==> config.mk <==
export PLATFORM = sky130hd
export DESIGN_NAME = cache_controller
export DESIGN_NICKNAME = d
export VERILOG_FILES = /design/src/rtl/cache_controller.sv
export SDC_FILE = /design/constraint.sdc
export NUM_CORES = 1
export LEC_CHECK = 0
export CAP_MARGIN = 20
export CORE_MARGIN = 2
export CORE_UTILIZATION = 39
export CTS_CLUSTER_DIAMETER = 200
export CTS_CLUSTER_SIZE = 10
export DETAILED_ROUTE_END_ITERATION = 8
export PLACE_DENSITY = 0.74
export SETUP_SLACK_MARGIN = 0.05
export SLEW_MARGIN = 0
export SYNTH_ARGS = -nofsm -noshare
export SYNTH_HDL_FRONTEND = slang
export SYNTH_SLANG_ARGS = --single-unit
export TNS_END_PERCENT = 5
==> constraint.sdc <==
create_clock -name CLK -period 1.8 [get_ports CLK]
set_input_delay 0.36 -clock CLK [delete_from_list [all_inputs] [get_ports CLK]]
set_output_delay 0.36 -clock CLK [all_outputs]
set_load 0.005 [all_outputs]
==> src/rtl/cache_controller.sv <==
// Write-back, write-allocate controller for a direct-mapped
// 256-line, one-word-per-line cache array with a memory-side handshake.
module cache_controller #(
    parameter int CNT_W = 32
) (
    input  logic             CLK,
    input  logic             Reset_n,
    input  logic             CpuReq,
    input  logic             CpuWE,
    input  logic [31:0]      CpuAddr,
    input  logic [31:0]      CpuWData,
    output logic             CpuReady,
    output logic [31:0]      CpuRData,
    output logic [31:0]      CacheAddr,
    output logic             CacheWE,
    output logic [31:0]      CacheWData,
    output logic             CacheDirty,
    output logic             CacheReset,
    input  logic             CacheHit,
    input  logic             CacheV,
    input  logic             CacheD,
    input  logic [31:0]      CacheRData,
    input  logic [21:0]      CacheTag,
    output logic             MemReq,
    output logic             MemWE,
    output logic [31:0]      MemAddr,
    output logic [31:0]      MemWData,
    input  logic             MemReady,
    input  logic [31:0]      MemRData,
    output logic [CNT_W-1:0] HitCount,
    output logic [CNT_W-1:0] MissCount,
    output logic [CNT_W-1:0] WbCount
);

    typedef enum logic [1:0] {
        IDLE,
        COMPARE,
        WRITEBACK,
        ALLOCATE
    } state_t;

    state_t      state;
    logic [31:0] addr_reg;
    logic [31:0] wdata_reg;
    logic        we_reg;
    logic        refilled;
    logic [21:0] victim_tag;
    logic [31:0] victim_data;

    always_ff @(posedge CLK or negedge Reset_n) begin
        if (!Reset_n) begin
            state       <= IDLE;
            addr_reg    <= '0;
            wdata_reg   <= '0;
            we_reg      <= 1'b0;
            refilled    <= 1'b0;
            victim_tag  <= '0;
            victim_data <= '0;
            HitCount    <= '0;
            MissCount   <= '0;
            WbCount     <= '0;
        end else begin
            unique case (state)
                IDLE: begin
                    if (CpuReq) begin
                        addr_reg  <= CpuAddr;
                        wdata_reg <= CpuWData;
                        we_reg    <= CpuWE;
                        refilled  <= 1'b0;
                        state     <= COMPARE;
                    end
                end
                COMPARE: begin
                    if (CacheHit) begin
                        // the hit that follows a refill belongs to the miss
                        if (!refilled)
                            HitCount <= HitCount + CNT_W'(1);
                        state <= IDLE;
                    end else begin
                        MissCount <= MissCount + CNT_W'(1);
                        if (CacheV && CacheD) begin
                            victim_tag  <= CacheTag;
                            victim_data <= CacheRData;
                            state       <= WRITEBACK;
                        end else begin
                            state <= ALLOCATE;
                        end
                    end
                end
                WRITEBACK: begin
                    if (MemReady) begin
                        WbCount <= WbCount + CNT_W'(1);
                        state   <= ALLOCATE;
                    end
                end
                ALLOCATE: begin
                    if (MemReady) begin
                        refilled <= 1'b1;
                        state    <= COMPARE;
                    end
                end
                default: state <= IDLE;
            endcase
        end
    end

    always_comb begin
        CpuReady   = 1'b0;
        CpuRData   = '0;
        CacheAddr  = {addr_reg[31:2], 2'b00};
        CacheWE    = 1'b0;
        CacheWData = '0;
        CacheDirty = 1'b0;
        CacheReset = ~Reset_n;
        MemReq     = 1'b0;
        MemWE      = 1'b0;
        MemAddr    = '0;
        MemWData   = '0;
        unique case (state)
            IDLE: ;
            COMPARE: begin
                if (CacheHit) begin
                    CpuReady = 1'b1;
                    if (we_reg) begin
                        CacheWE    = 1'b1;
                        CacheWData = wdata_reg;
                        CacheDirty = 1'b1;
                    end else begin
                        CpuRData = CacheRData;
                    end
                end
            end
            WRITEBACK: begin
                MemReq   = 1'b1;
                MemWE    = 1'b1;
                MemAddr  = {victim_tag, addr_reg[9:2], 2'b00};
                MemWData = victim_data;
            end
            ALLOCATE: begin
                MemReq  = 1'b1;
                MemAddr = {addr_reg[31:2], 2'b00};
                if (MemReady) begin
                    CacheWE    = 1'b1;
                    CacheWData = MemRData;
                end
            end
            default: ;
        endcase
    end

endmodule

==> results of run 1 <==
power by group:
group / total, W / internal (W) / switching [W]
sequential: 0.00752 / 0.00640 / 0.00112
combinational: 0.00720 / 0.00448 / 0.00272
clock: 0.00443 / 0.00258 / 0.00186
total: 0.0192 / 0.0135 / 0.00569
worst min-delay path by stage:
stage | to | cells past startpoint | from
6_report | state[1] | 2 | Reset_n
5_1_grt | victim_tag[9] | 2 | Reset_n
4_1_cts | victim_data[31] | 2 | Reset_n
3_5_place_dp | WbCount[31] | 1 | WbCount[31]
3_3_place_gp | HitCount[31] | 1 | HitCount[31]
2_1_floorplan | HitCount[0] | 0 | Reset_n
cells by family (layout without fill, tap and decap cells):
logic type,count (synthesis),in the layout
compound gates,61,61
xor+xnor,93,93
buf+inv,59,560
simple gates,268,268
mux,120,120
other cells,1,4
fa+ha+maj,7,7
flops,216,216
cells in the final DEF, fill, tap and decap left out, types with 30 or more instances in the layout:
cell type and count:
nand2_1 34, dfrtp_1 203, mux2_2 99, and2_4 48, clkbuf_2 33, clkbuf_16 33
nand4_1 30, and2_1 35, buf_4 58, buf_6 52, clkdlybuf4s50_1 155, a22o_1 54
buf_2 46, dlygate4sd2_1 126, xnor2_1 54, xor2_1 39
metrics by stage:
step / utilization / instances / setup WS, ns / cell area (um^2) / TNS [ns]
detailed placement: 0.600 / 1602 / -0.611 / 15100 / -77.84
floorplan: - / 828 / -0.0137 / 10000 / -0.354
global placement: 0.600 / 1602 / -0.553 / 15100 / -68.82
CTS: 0.642 / 1647 / -0.740 / 16200 / -68.10
finish: 0.653 / 1659 / -0.619 / 16400 / -65.16
global route: 0.653 / 1659 / -0.696 / 16400 / -81.95
area by class of cell:
type	count	area (um^2)
clock buffer	26	629
inverter	14	52.6
multi-input combinational	553	4870
timing repair buffer	519	5020
sequential	216	5420
tap	330	413
fill	1980	8740
clock inverter	1	30.0
per-layer routing:
layer,part of all wire,wire length (um),vias up
met3,0.067,2340,50
li1,-,-,3897
met1,0.40,13900,4306
met5,0,0,-
met4,0.021,731,0
met2,0.51,17900,354
repair_timing:
action                                  in CTS  in global routing
pin swaps                                   39                 44
cloned                                       7                  8
setup buffers                               11                  5
gates resized for setup                    636                165
endpoints found under the setup margin     388                308
==> impl_metrics.ini, run 1 <==
[status]
status = finished, violations left
violations = negative hold slack, negative setup slack

[sta]
slew_headroom = 0.482
post-route-period-util = 1.34
hold_ws_ns = -0.0176
worst_pin_slew_ns = 0.776
fin_crit_ns = 2.42
setup_slack_ns = -0.619
fmax_mhz = 413
finalSetupViolations = 218
rsz0062_at_grt = true
slew_viol_final = 0
finalHoldViolations = 3
clock_skew_ns = 0.00831

[worst_setup_path]
cpPeakStageDelay_ns = 0.44
r2r_cells = 10
crit_chain = ha_4, and2_4, nor2b_4, buf_6, buf_12, buf_6, and2_4, buf_6
critPathTopFamily = buffers and inverters
path_max_fanout = 7
cp_common_cell = buf_6
crit_path_start_kind = flop
worstSetupPathType = flop to primary output
r2r_slack_ns = -0.15
cp-endpoint = CpuRData[14]
r2r_end = WbCount[21]
worstPathRequired_ns = 1.44
crit_path_top_delay_cell = dfrtp_2
end_kind = primary output
cp-startpoint = state[0]
cp_num_cells = 8
worst-path-buf-inv = 4
r2r_start = state[0]
cp.arrival_ns = 2.06

[route]
drt_iter0_markers = 519
num_vias = 8607
drtPass1Iterations = 4
wl_per_cell_um = 21.0
ant_nets = 0
drc = 0
wirelength_um = 34800
viasPerCell = 5.19

[clock_network]
cts_max_level = 1
cts_buffers = 25
cts_tree = built
cts.path.max_buffers = 3
insertion_delay_ns = 0.51
clk_pin_slew_worst_paths_ns = 0.06
cts-root-buf = clkbuf_16
cts_num_sinks = 216
cts-hold-fix-buffers = 0

[global_routing]
grt_pass1_vias = 8775
grt_overflow_total = 0
grt.total_usage = 0.242
busiest_layer = met2
use_met2 = 0.427
grt_max_degree = 137
grt_util_met1 = 0.305
antenna_found_initial = 0
grt_util_met3 = 0.0470
grt_pass1_wl_um = 50300

[logic_synthesis]
synth-async-reset-ratio = 1.00
synthXorXnorAreaFrac = 0.0815
synth_seq_area_share = 0.541
synthMuxAreaShare = 0.135
synth_area_leaders = dfrtp_1 (54%), mux2_2 (14%), and2_1 (5.2%)
synthesis.area_mm2 = 0.0100
yosys-top-cells-count = dfrtp_1 (216), mux2_2 (120), and2_1 (83)
synth-seq-cells = 216
synth_compound_area_frac = 0.0512
syn_inst = 825
synth_edf_count = 0
synth_top_family_by_area = simple AND/OR/NAND/NOR gates
synth_fa_ha_area_frac = 0.00876
yosysTopAreaCell = dfrtp_1
ys_warn_count = 0
ys.flop_type = dfrtp_1
yosysTopAreaCellShare = 0.541
synth_most_common_cell = dfrtp_1
synth_area_per_cell_um2 = 12.1
post_synth_num_cell_types = 38
yosys.area_share.simple = 0.157

[floorplan]
io_pins = 420
die_h_um = 164
die_w_um = 164
num_rows = 58
coreArea_mm2 = 0.0252
die_area_mm2 = 0.0269
initial_core_util = 0.397

[pwr]
ir_drop_v = 0.000789
power.density_mw_per_mm2 = 1160
p_leak_nw = 8.14
power.total_w = 0.0192

[layout]
drive_above_1_share = 0.369
nets = 1494
antenna_cells = 0
syn_to_final_growth_pct = 64.5

[min_path]
worstHoldPathType = input port to asynchronous set/reset pin

[placement]
globalplace.congestion = 0.816
port_buffers = 413
dpl.hpwl_um = 23300

[job]
cap_violations = 0
Power figures use the tool's default switching activity.
==> run 2: changes to the inputs <==
--- a/config.mk
+++ b/config.mk
@@ -7,11 +7,11 @@
 export LEC_CHECK = 0
 export CAP_MARGIN = 20
 export CORE_MARGIN = 2
-export CORE_UTILIZATION = 39
+export CORE_UTILIZATION = 40
 export CTS_CLUSTER_DIAMETER = 200
 export CTS_CLUSTER_SIZE = 10
 export DETAILED_ROUTE_END_ITERATION = 8
-export PLACE_DENSITY = 0.74
+export PLACE_DENSITY = 0.73
 export SETUP_SLACK_MARGIN = 0.05
 export SLEW_MARGIN = 0
 export SYNTH_ARGS = -nofsm -noshare
==> constraint.sdc (replaced) <==
create_clock -name CLK -period 2.3 [get_ports CLK]
set_input_delay 0.46 -clock CLK [delete_from_list [all_inputs] [get_ports CLK]]
set_output_delay 0.46 -clock CLK [all_outputs]
set_load 0.005 [all_outputs]
==> run 2 against run 1 <==
Effect of this change: the flow finishes with violations (negative setup slack); critical path depth stayed put; non-clock buffer count is 46 lower; clock power is 22% lower; first-iteration DRC count is 13% lower; critical endpoint is now CacheWE; largest power group unchanged.
==> impl_metrics.ini, run 2 (synthesis results as in run 1) <==
[floorplan]
coreArea_mm2 = 0.0245
die_w_um = 162
initial_core_util = 0.409
die_area_mm2 = 0.0263
die_h_um = 162
num_rows = 57
io_pins = 420

[worst_setup_path]
r2r_slack_ns = 0.18
worstSetupPathType = flop to primary output
cp_common_cell = buf_6
crit_path_top_delay_cell = dfrtp_1
end_kind = primary output
cpPeakStageDelay_ns = 0.39
r2r_cells = 11
cp.arrival_ns = 2.11
r2r_start = state[1]
path_max_fanout = 8
crit_path_start_kind = flop
worstPathRequired_ns = 1.84
r2r_end = WbCount[21]
crit_chain = buf_6, buf_6, ha_4, and2_4, buf_12, buf_16, or2_4, buf_6

[min_path]
worstHoldPathType = flop to flop
min_to = MissCount[31]
hp-start = MissCount[31]
whs_path_depth = 1

[sta]
finalSetupViolations = 110
post-route-period-util = 1.12
tns_ns = -14.84
hold_ws_ns = 0.461
fmax_mhz = 389
rsz0062_at_grt = true
fin_crit_ns = 2.57
finalHoldViolations = 0
slew_headroom = 0.551
slew_viol_final = 0
clock_skew_ns = 0.0175
setup_slack_ns = -0.271
worst_pin_slew_ns = 0.673

[clock_network]
cts.path.max_buffers = 3
cts_num_sinks = 216
cts-root-buf = clkbuf_16
insertion_delay_ns = 0.51
cts_tree = built
cts_buffers = 25
clk_pin_slew_worst_paths_ns = 0.05
cts_max_level = 1

[route]
ant_nets = 0
wl_per_cell_um = 20.3
wirelength_um = 32600
drt_iter0_markers = 451
num_vias = 8240
drtPass1Iterations = 4
viasPerCell = 5.13
drc = 0

[pwr]
switching_share = 0.293
internal-power_w = 0.0103
p_sw_w = 0.00428
power.density_mw_per_mm2 = 936
seq_power_share = 0.403
power_frac_comb = 0.362
ir_drop_v = 0.000647
p_leak_nw = 7.16
clockPowerShare = 0.235

[layout]
syn_to_final_growth_pct = 56.3
final_common_cell = clkdlybuf4s50_1
nFillCells = 2021
post-route-cell-area_mm2 = 0.0156
drive_above_1_share = 0.295
nets = 1448
final_core_util = 0.639
antenna_cells = 0
mostFrequentLayoutCells = clkdlybuf4s50_1 (281), dfrtp_1 (215), mux2_2 (120)

[global_routing]
antenna_found_initial = 1
busiest_layer = met2
grt_pass1_vias = 8704
grt.total_usage = 0.246
grt_util_met3 = 0.0674
grt_pass1_wl_um = 50100
grt_util_met1 = 0.308
grt_max_degree = 121
grt_overflow_total = 0
use_met2 = 0.417

[status]
violations = negative setup slack
status = finished, violations left

[placement]
globalplace.congestion = 0.791
placed_area_mm2 = 0.0147
dpl.hpwl_um = 22800
port_buffers = 413

[job]
cap_violations = 0
==> run 2: worst max-delay path: cells and delay by family (launching register included) <==
| family | cells | cell delay, ns |
|---|---|---|
| fa+ha+maj | 1 | 0.16 |
| buf+inv | 5 | 0.62 |
| flops | 1 | 0.39 |
| simple gates | 2 | 0.41 |
==> run 2: worst max path at each step <==
stage | start | to | slack (ns) | depth (start not counted)
floorplan | state[1] | CacheWData[0] | 0.27 | 6
global placement | CacheHit | CpuRData[22] | -0.29 | 6
detailed placement | CacheHit | CpuRData[4] | -0.35 | 6
CTS | state[1] | CacheWE | -0.29 | 8
global route | state[1] | CacheWE | -0.31 | 8
finish | state[1] | CacheWE | -0.27 | 8
==> run 2: power by group through the flow <==
stage	registers, W	logic, W	clock network, W
floorplan	0.00566	0.00216	0
global placement	0.00584	0.00490	0
detailed placement	0.00589	0.00497	0
CTS	0.00586	0.00528	0.00352
global route	0.00604	0.00568	0.00367
finish	0.00589	0.00530	0.00344
==> run 2: routing by layer <==
layer / routed length, um / vias to the layer above / part of all wire
met2: 16300 / 271 / 0.50
li1: - / 3816 / -
met3: 2180 / 62 / 0.067
met4: 1020 / 2 / 0.031
met1: 13100 / 4089 / 0.40
met5: 11 / - / 0.00034
==> run 2: stage by stage <==
step | std cells | worst slack [ns] | power (W)
final | 1606 | -0.271 | 0.0146
after global routing | 1606 | -0.314 | 0.0154
after CTS | 1606 | -0.286 | 0.0147
after detailed placement | 1550 | -0.352 | 0.0109
after global placement | 1550 | -0.289 | 0.0107
after floorplan | 828 | 0.274 | 0.00782
==> run 2: repair_timing <==
item                       CTS  global route
hold buffers                 1             0
pin swaps                   43            10
gates resized for setup    530            49
cloned                      10             0
buffers inserted            20             0
hold endpoints to repair     3             0
setup endpoints to repair  123           131
==> run 2: layout make-up <==
class | count | area [um^2] | share of cell area
inverter | 14 | 52.6 | 0.00336
multi-input combinational | 553 | 4510 | 0.289
timing repair buffer | 473 | 4590 | 0.294
clock inverter | 1 | 30.0 | 0.00192
sequential | 216 | 5410 | 0.346
tap | 324 | 405 | 0.0259
clock buffer | 25 | 626 | 0.0400
==> run 3: changes to the inputs <==
--- a/config.mk
+++ b/config.mk
@@ -13,6 +13,7 @@
 export DETAILED_ROUTE_END_ITERATION = 8
 export PLACE_DENSITY = 0.73
 export SETUP_SLACK_MARGIN = 0.05
+export SKIP_LAST_GASP = 1
 export SLEW_MARGIN = 0
 export SYNTH_ARGS = -nofsm -noshare
 export SYNTH_HDL_FRONTEND = slang
==> run 3 against run 2 <==
Effect of this change: the run still ends with negative setup slack left; hold slack gained 0.0022 ns; sequential power is essentially flat; clock skew is essentially flat; clock power is essentially flat; final area grew 0.18%; sequential share of layout area shrank 0.061 points; utilization grew 0.11 points; flip-flop and latch count is the same; power shrank 0.58%; clock-buffer cell count is the same; global-route usage is essentially flat.
==> impl_metrics.ini, run 3 (synthesis results as in run 1) <==
[global_routing]
grt.total_usage = 0.245
grt_max_degree = 121
grt_overflow_total = 0
grt_pass1_vias = 8692
grt_pass1_wl_um = 50000
antenna_found_initial = 1

[status]
violations = negative setup slack
status = finished, violations left

[worst_setup_path]
r2r_end = WbCount[31]
crit_path_start_kind = flop
worstSetupPathType = flop to primary output
r2r_cells = 9
worstPathRequired_ns = 1.84
critPathTopFamily = buffers and inverters
worst-path-buf-inv = 4
crit_path_top_delay_cell = dfrtp_1
path_max_fanout = 9
crit_chain = buf_6, buf_6, ha_4, and2_4, buf_12, a22o_1, dlygate4sd2_1
r2r_slack_ns = 0.13
r2r_start = state[1]
cp_num_cells = 7
cp.arrival_ns = 2.11
end_kind = primary output
cp_common_cell = buf_6
cpPeakStageDelay_ns = 0.39

[clock_network]
cts-root-buf = clkbuf_16
clk_pin_slew_worst_paths_ns = 0.05
cts_max_level = 1
cts_tree = built
cts_num_sinks = 216
insertion_delay_ns = 0.51
cts_buffers = 25
cts.path.max_buffers = 3

[floorplan]
coreArea_mm2 = 0.0245
io_pins = 420
die_area_mm2 = 0.0263
die_h_um = 162
initial_core_util = 0.409
num_rows = 57
die_w_um = 162

[route]
wl_per_cell_um = 20.2
drt_iter0_markers = 467
wirelength_um = 32400
drc = 0
ant_nets = 0
num_vias = 8312
drtPass1Iterations = 4
viasPerCell = 5.19

[sta]
rsz0062_at_grt = true
slew_headroom = 0.556
hold_ws_ns = 0.463
worst_pin_slew_ns = 0.666
clock_skew_ns = 0.0171
finalSetupViolations = 130
fin_crit_ns = 2.57
finalHoldViolations = 0
setup_slack_ns = -0.268
fmax_mhz = 389
post-route-period-util = 1.12
slew_viol_final = 0

[layout]
antenna_cells = 0
mostFrequentLayoutCells = clkdlybuf4s50_1 (291), dfrtp_1 (215), mux2_2 (120)
final_common_cell = clkdlybuf4s50_1
drive_above_1_share = 0.220
nets = 1445
post-route-cell-area_mm2 = 0.0157
syn_to_final_growth_pct = 56.5

[min_path]
whs_path_depth = 1
worstHoldPathType = flop to flop
min_to = MissCount[31]
hp-start = MissCount[31]

[pwr]
ir_drop_v = 0.000647
internal-power_w = 0.0103
switching_share = 0.291
seq_power_share = 0.404
power.density_mw_per_mm2 = 929
clockPowerShare = 0.237
power_frac_comb = 0.360
p_sw_w = 0.00423
p_leak_nw = 7.13

[placement]
port_buffers = 413
placed_area_mm2 = 0.0147
globalplace.congestion = 0.791
dpl.hpwl_um = 22800

[job]
cap_violations = 0
-- run 3: cell types whose count changed in the layout (fill, tap and decap cells not counted), sizes merged --
| cell | delta |
|---|---|
| buf | -63 |
| clkbuf | -12 |
| clkdlybuf4s15 | +28 |
| clkdlybuf4s50 | +10 |
| dlygate4sd2 | +34 |
-- run 3: layout make-up --
type                       instances  area [um^2]
fill                            2012         8810
sequential                       216         5410
timing repair buffer             470         4700
multi-input combinational        553         4430
clock buffer                      25          626
tap                              324          405
inverter                          14         52.6
clock inverter                     1         30.0
-- run 3: power by group through the flow --
stage,combinational [W],sequential [W],clock (W)
floorplan,0.00216,0.00566,0
global placement,0.00490,0.00584,0
detailed placement,0.00497,0.00589,0
CTS,0.00534,0.00585,0.00352
global route,0.00562,0.00602,0.00367
finish,0.00523,0.00587,0.00344
-- run 3: worst max path at each step --
stage / startpoint / end / slack, ns
2_1_floorplan: state[1] / CacheWData[0] / 0.27
3_3_place_gp: CacheHit / CpuRData[22] / -0.29
3_5_place_dp: CacheHit / CpuRData[4] / -0.35
4_1_cts: state[1] / CacheWE / -0.29
5_1_grt: state[1] / CacheWData[10] / -0.31
6_report: state[1] / CacheWData[10] / -0.27
-- run 3: through the flow --
stage | TNS (ns) | util | total power [W] | instances | setup slack (ns)
finish | -20.46 | 0.640 | 0.0145 | 1603 | -0.268
global route | -27.98 | 0.640 | 0.0153 | 1603 | -0.313
CTS | -27.81 | 0.643 | 0.0147 | 1606 | -0.286
detailed placement | -18.51 | 0.602 | 0.0109 | 1550 | -0.352
global placement | -17.45 | 0.602 | 0.0107 | 1550 | -0.289
floorplan | 0 | - | 0.00782 | 828 | 0.274
-- run 3: repair_timing --
action,4_1_cts,5_1_grt
endpoints found under the setup margin,123,138
pin swaps,10,1
hold buffers,1,0
cloned,10,0
gates resized for setup,341,6
buffers inserted,20,0
endpoints found under the hold margin,3,0
-- run 3: metal layers --
| metal | GRT usage | up-vias | wire length, um |
|---|---|---|---|
| li1 | - | 3805 | - |
| met1 | 0.306 | 4171 | 13000 |
| met2 | 0.414 | 270 | 16100 |
| met3 | 0.0682 | 64 | 2210 |
| met4 | 0.0768 | 2 | 1020 |
| met5 | 0 | - | 13 |
